## src/rtl/regfile_pkg.sv

```systemverilog
// Shared widths and bus types for the 32x32 register file and its decoder/mux helpers.
// All buses are big-endian indexed: element [0] is the MSB.
package regfile_pkg;

  localparam int unsigned RF_WIDTH  = 32;
  localparam int unsigned RF_NREGS  = 32;
  localparam int unsigned RF_ADDR_W = 5;

  typedef logic [0:RF_ADDR_W-1] rf_addr_t;
  typedef logic [0:RF_WIDTH-1]  rf_word_t;

  localparam rf_addr_t RF_ZERO_ADDR = '0;

endpackage

```

## src/rtl/decoder5to32_we.sv

```systemverilog
// Write-address decoder: one-hot register enable gated by we; entry 0 never enabled.
// Built as a 2->4 (address MSBs) by 3->8 (address LSBs) product, mirroring the read mux tree.
module decoder5to32_we
  import regfile_pkg::*;
(
  input  logic                  we,
  input  rf_addr_t              addr,
  output logic [0:RF_NREGS-1]   wen_c
);

  logic [0:3] hi;
  logic [0:7] lo;

  always_comb begin
    hi = '0;
    lo = '0;
    hi[addr[0:1]] = we;
    lo[addr[2:4]] = 1'b1;
  end

  for (genvar i = 0; i < 4; i++) begin : g_hi
    for (genvar j = 0; j < 8; j++) begin : g_lo
      if (i == 0 && j == 0) begin : g_zero
        assign wen_c[0] = 1'b0;
      end else begin : g_sel
        assign wen_c[i*8+j] = hi[i] & lo[j];
      end
    end
  end

endmodule

```

## src/rtl/mux32to1_word.sv

```systemverilog
// 32:1 word-select mux: address LSBs pick within each group of 8, MSBs pick the group.
module mux32to1_word
  import regfile_pkg::*;
(
  input  rf_word_t din [RF_NREGS],
  input  rf_addr_t sel,
  output rf_word_t dout_c
);

  rf_word_t grp [4];

  always_comb begin
    for (int g = 0; g < 4; g++) begin
      grp[g] = din[{2'(g), sel[2:4]}];
    end
    dout_c = grp[sel[0:1]];
  end

endmodule

```

## src/rtl/regfile_32x32_w1r2.sv

```systemverilog
// 32x32 register file, one write port, two combinational read ports, r0 hardwired to zero.
// Define REGFILE_BYPASS_EN to forward same-cycle write data to a matching read port.
module regfile_32x32_w1r2
  import regfile_pkg::*;
#(
  parameter int unsigned WIDTH  = RF_WIDTH,
  parameter int unsigned NREGS  = RF_NREGS,
  parameter int unsigned ADDR_W = RF_ADDR_W
) (
  input  logic              clk,
  input  logic              rst_n,
  input  logic              we,
  input  logic [0:ADDR_W-1] waddr,
  input  logic [0:WIDTH-1]  wdata,
  input  logic [0:ADDR_W-1] raddr_a,
  input  logic [0:ADDR_W-1] raddr_b,
  output logic [0:WIDTH-1]  rdata_a,
  output logic [0:WIDTH-1]  rdata_b
);

  // The decoder and mux tree are fixed at the package geometry.
  if (WIDTH != RF_WIDTH || NREGS != RF_NREGS || ADDR_W != RF_ADDR_W ||
      NREGS != (32'd1 << ADDR_W)) begin : g_cfg_chk
    $error("regfile_32x32_w1r2: unsupported WIDTH/NREGS/ADDR_W");
  end

  logic [0:NREGS-1] wen_c;
  rf_word_t         regs_q   [1:NREGS-1];
  rf_word_t         rd_words [NREGS];
  rf_word_t         mux_a_c;
  rf_word_t         mux_b_c;

  decoder5to32_we u_dec (
    .we    (we),
    .addr  (waddr),
    .wen_c (wen_c)
  );

  // Storage for r1..r31; reset clears asynchronously and wins over any write.
  always_ff @(posedge clk or negedge rst_n) begin
    if (!rst_n) begin
      for (int i = 1; i < int'(NREGS); i++) begin
        regs_q[i] <= '0;
      end
    end else begin
      for (int i = 1; i < int'(NREGS); i++) begin
        if (wen_c[i]) begin
          regs_q[i] <= wdata;
        end
      end
    end
  end

  always_comb begin
    rd_words[0] = '0;
    for (int i = 1; i < int'(NREGS); i++) begin
      rd_words[i] = regs_q[i];
    end
  end

  mux32to1_word u_mux_a (
    .din    (rd_words),
    .sel    (raddr_a),
    .dout_c (mux_a_c)
  );

  mux32to1_word u_mux_b (
    .din    (rd_words),
    .sel    (raddr_b),
    .dout_c (mux_b_c)
  );

`ifdef REGFILE_BYPASS_EN
  logic fwd_ok_c;

  // Forward the in-flight write to any port reading the same non-zero address.
  always_comb begin
    fwd_ok_c = rst_n && we && (waddr != RF_ZERO_ADDR);
    rdata_a  = mux_a_c;
    rdata_b  = mux_b_c;
    if (fwd_ok_c && (raddr_a == waddr)) begin
      rdata_a = wdata;
    end
    if (fwd_ok_c && (raddr_b == waddr)) begin
      rdata_b = wdata;
    end
  end
`else
  always_comb begin
    rdata_a = mux_a_c;
    rdata_b = mux_b_c;
  end
`endif

endmodule

```

## config.mk

```make
export PLATFORM = sky130hd
export DESIGN_NAME = regfile_32x32_w1r2
export DESIGN_NICKNAME = d
export VERILOG_FILES = /design/src/rtl/regfile_pkg.sv /design/src/rtl/decoder5to32_we.sv /design/src/rtl/mux32to1_word.sv /design/src/rtl/regfile_32x32_w1r2.sv
export SDC_FILE = /design/constraint.sdc
export NUM_CORES = 2
export LEC_CHECK = 0
export CAP_MARGIN = 5
export CORE_MARGIN = 2
export CORE_UTILIZATION = 40
export DETAILED_ROUTE_END_ITERATION = 10
export SYNTH_ARGS = -nofsm -noshare
export SYNTH_HDL_FRONTEND = slang
export SYNTH_SLANG_ARGS = --single-unit
```

## constraint.sdc

```tcl
create_clock -name clk -period 1.8 [get_ports clk]
set_input_delay 0.18 -clock clk [delete_from_list [all_inputs] [get_ports clk]]
set_output_delay 0.18 -clock clk [all_outputs]
set_load 0.005 [all_outputs]
```

==> metrics.yaml <==
placed_design:
  io_buffer_count: 113
  post_dp_cell_area_sq_mm: 0.06101
  dp_hpwl_um: 113600
  routabilityCongestion: 0.8498
global_routing:
  grt_use_total: 0.2516
  antenna_found_initial: 3
  grt_pass1_vias: 37000
  gr-total-overflow: 0
  grt_pass1_wl_um: 253500
  grt_max_degree: 91
setup_path:
  critical_path.startpoint: "rd_words[253]"
  r2r-start: "rd_words[20]"
  crit_type: "reg2out"
  cp_slowest_cell: "mux4_2"
  crit_arrival_ns: 2.46
  cp_max_fo: 3
  cp-start-kind: "flip-flop"
  cp-end-kind: "primary output"
  slowest_delay_ns: 0.43
  crit_required_ns: 1.62
  path_cells: "buf_4 -> mux4_2 -> a22o_1 -> o21ai_2 -> o31ai_4 -> buf_2"
floorplanning:
  ioPinCount: 114
  die-area_sq_mm: 0.1362
  dieHeight_um: 369.0
  die_width_um: 369.0
  core-area_sq_mm: 0.1318
  rows: 133
  initial_core_util: 0.4044
finish:
  nFillCells: 11330
  syn_to_final_growth_pct: 22.72
  mostFrequentLayoutCells: "mux2_2 (1022), dfrtp_1 (992), mux4_2 (384)"
  final_common_cell: "mux2_2"
  largest_reg_flops: 992
  nets: 4003
  final_design_area_no_fill_sq_mm: 0.06541
  seq_area_sq_mm: 0.02482
  layout-drive-gt1-share: 0.5833
  multiInputGateArea_sq_mm: 0.02767
timing:
  slew_viol_final: 0
  fin_skew_ns: 0
  relSlewSlack: 0.5000
  rsz0062_at_grt: "true"
  tightest_slew_ns: 0.7476
  hold-worst-slack_ns: 0.1502
  final.min_clock_period_ns: 2.643
  fin_crit_sh: 1.468
  setup_violations: 64
  final_hold_viol_count: 0
  clock.fmax_ghz: 0.3783
  setup_ws_ns: -0.8433
detailed_routing:
  drc: 0
  wirelength_um: 170900
  detail_route.wl_per_cell_um: 29.49
  via_count: 35480
  viasPerCell: 6.120
  final_antenna_net_count: 0
  drt-initial-drc-count: 2878
  drt_pre_antenna_iters: 5
yosys:
  synth_top_cell_area_share: 0.4657
  synth-seq-cells: 992
  synthFlopType: "dfrtp_1"
  synth-async-reset-ratio: 1.000
  yosysUniqueCellTypes: 30
  synth_cells: 3597
  yosysTopAreaCell: "dfrtp_1"
  syn_area_per_cell_sq_um: 14.82
  synth_edf_count: 0
  synth_warnings: 0
  ys_top_cells_by_area: "dfrtp_1 (47%), mux2_2 (22%), mux4_2 (16%)"
  synth_fp_nets: 3647
  synth.cell_area_sq_mm: 0.05330
  ys_seq_area_frac: 0.4657
worst_hold_path:
  min_path_type: "in2async"
power:
  power.density_mw_per_mm2: 1048
  power_mw: 68.52
  p_leak_nw: 28.55
  ir_worst_vdd_uv: 777.0
outcome:
  violations: "negative setup slack"
  status: "finished, violations left"
cts:
  clock_tree.root_cell: "clkbuf_16"
  clk_latency_ns: 0.71
  htree_levels: 3
  clk_pin_slew_ns: 0.06
  clock_sinks: 992
  cts_buffers: 111
  ctsLongestPathBuffers: 3
  cts_tree: "yes"
flow_run:
  maxCapViolCount: 0
[area by class of cell]
class	instances	share of cell area
sequential	992	0.3795
timing repair buffer	640	0.1077
clock inverter	28	0.006944
tap	1755	0.03357
multi-input combinational	2206	0.4230
antenna	1	0.00003826
clock buffer	173	0.04908
inverter	2	0.0001148
[synth_stat cells, drive strengths merged, types with 2 or more instances]
| library cell | instances |
|---|---|
| dfrtp | 992 |
| buf | 192 |
| mux2 | 1056 |
| o21ai | 64 |
| o22ai | 64 |
| nand2b | 2 |
| nor2b | 6 |
| mux4 | 384 |
| nand2 | 18 |
| and2 | 66 |
| inv | 2 |
| nand3b | 4 |
| mux2i | 192 |
| nand3 | 2 |
| clkbuf | 205 |
| a22o | 192 |
| a211oi | 64 |
| o31ai | 64 |
| nor2 | 19 |
| nor3b | 4 |
[worst paths after layout]
path	slack, ns	cells past startpoint	endpoint
min in group clk	0.39	3	rd_words[508]
max reg2reg	0.82	3	rd_words[20]
min	0.15	3	rd_words[226]
min reg2reg	0.51	1	rd_words[913]
max	-0.84	6	rdata_a[2]
max in group asynchronous	0.46	3	rd_words[98]
[metrics by stage]
stage | cells | util | setup WS (ns) | TNS [ns]
after floorplan | 3597 | - | 0.03981 | 0
after global placement | 5585 | 0.4629 | -1.296 | -548.28
after detailed placement | 5585 | 0.4629 | -1.295 | -547.24
after CTS | 5795 | 0.4955 | -0.8658 | -46.68
after global routing | 5796 | 0.4963 | -0.9210 | -48.54
final | 5797 | 0.4963 | -0.8433 | -43.88
[layer usage]
metal,share of wire,GRT usage,vias to the layer above
li1,-,-,14710
met1,0.45,0.3646,19330
met2,0.46,0.3941,1157
met3,0.057,0.03846,289
met4,0.027,0.06672,0
met5,0,0,-
[worst max-delay path: cells and delay by family, from the launching register on]
| kind | cells | cell delay (ns) |
|---|---|---|
| AOI/OAI and AO/OA | 3 | 0.61 |
| buffers and inverters | 2 | 0.29 |
| DFF | 1 | 0.40 |
| muxes | 1 | 0.43 |
[where the power goes]
part	total, mW	leakage (nW)	switching [mW]	internal (mW)
Combinational	15.7	14.1	6.15	9.53
Sequential	29.8	12.7	3.12	26.7
Clock	23.0	1.79	9.63	13.4
[logic make-up after synthesis]
family                 count (synthesis)  synth area share
AOI/OAI and AO/OA                    448           0.06310
DFF                                  992            0.4657
and+or+nand+nor                      126           0.01383
buffers and inverters                399           0.03596
muxes                               1632            0.4214
[timing repair]
item,CTS,global route
gates cloned,0,0
pin swaps,160,33
hold buffers,2,0
endpoints found under the hold margin,992,0
endpoints found under the setup margin,64,138
buffers inserted,35,1
gates resized for setup,426,21
(Power assumes the default switching activity.)
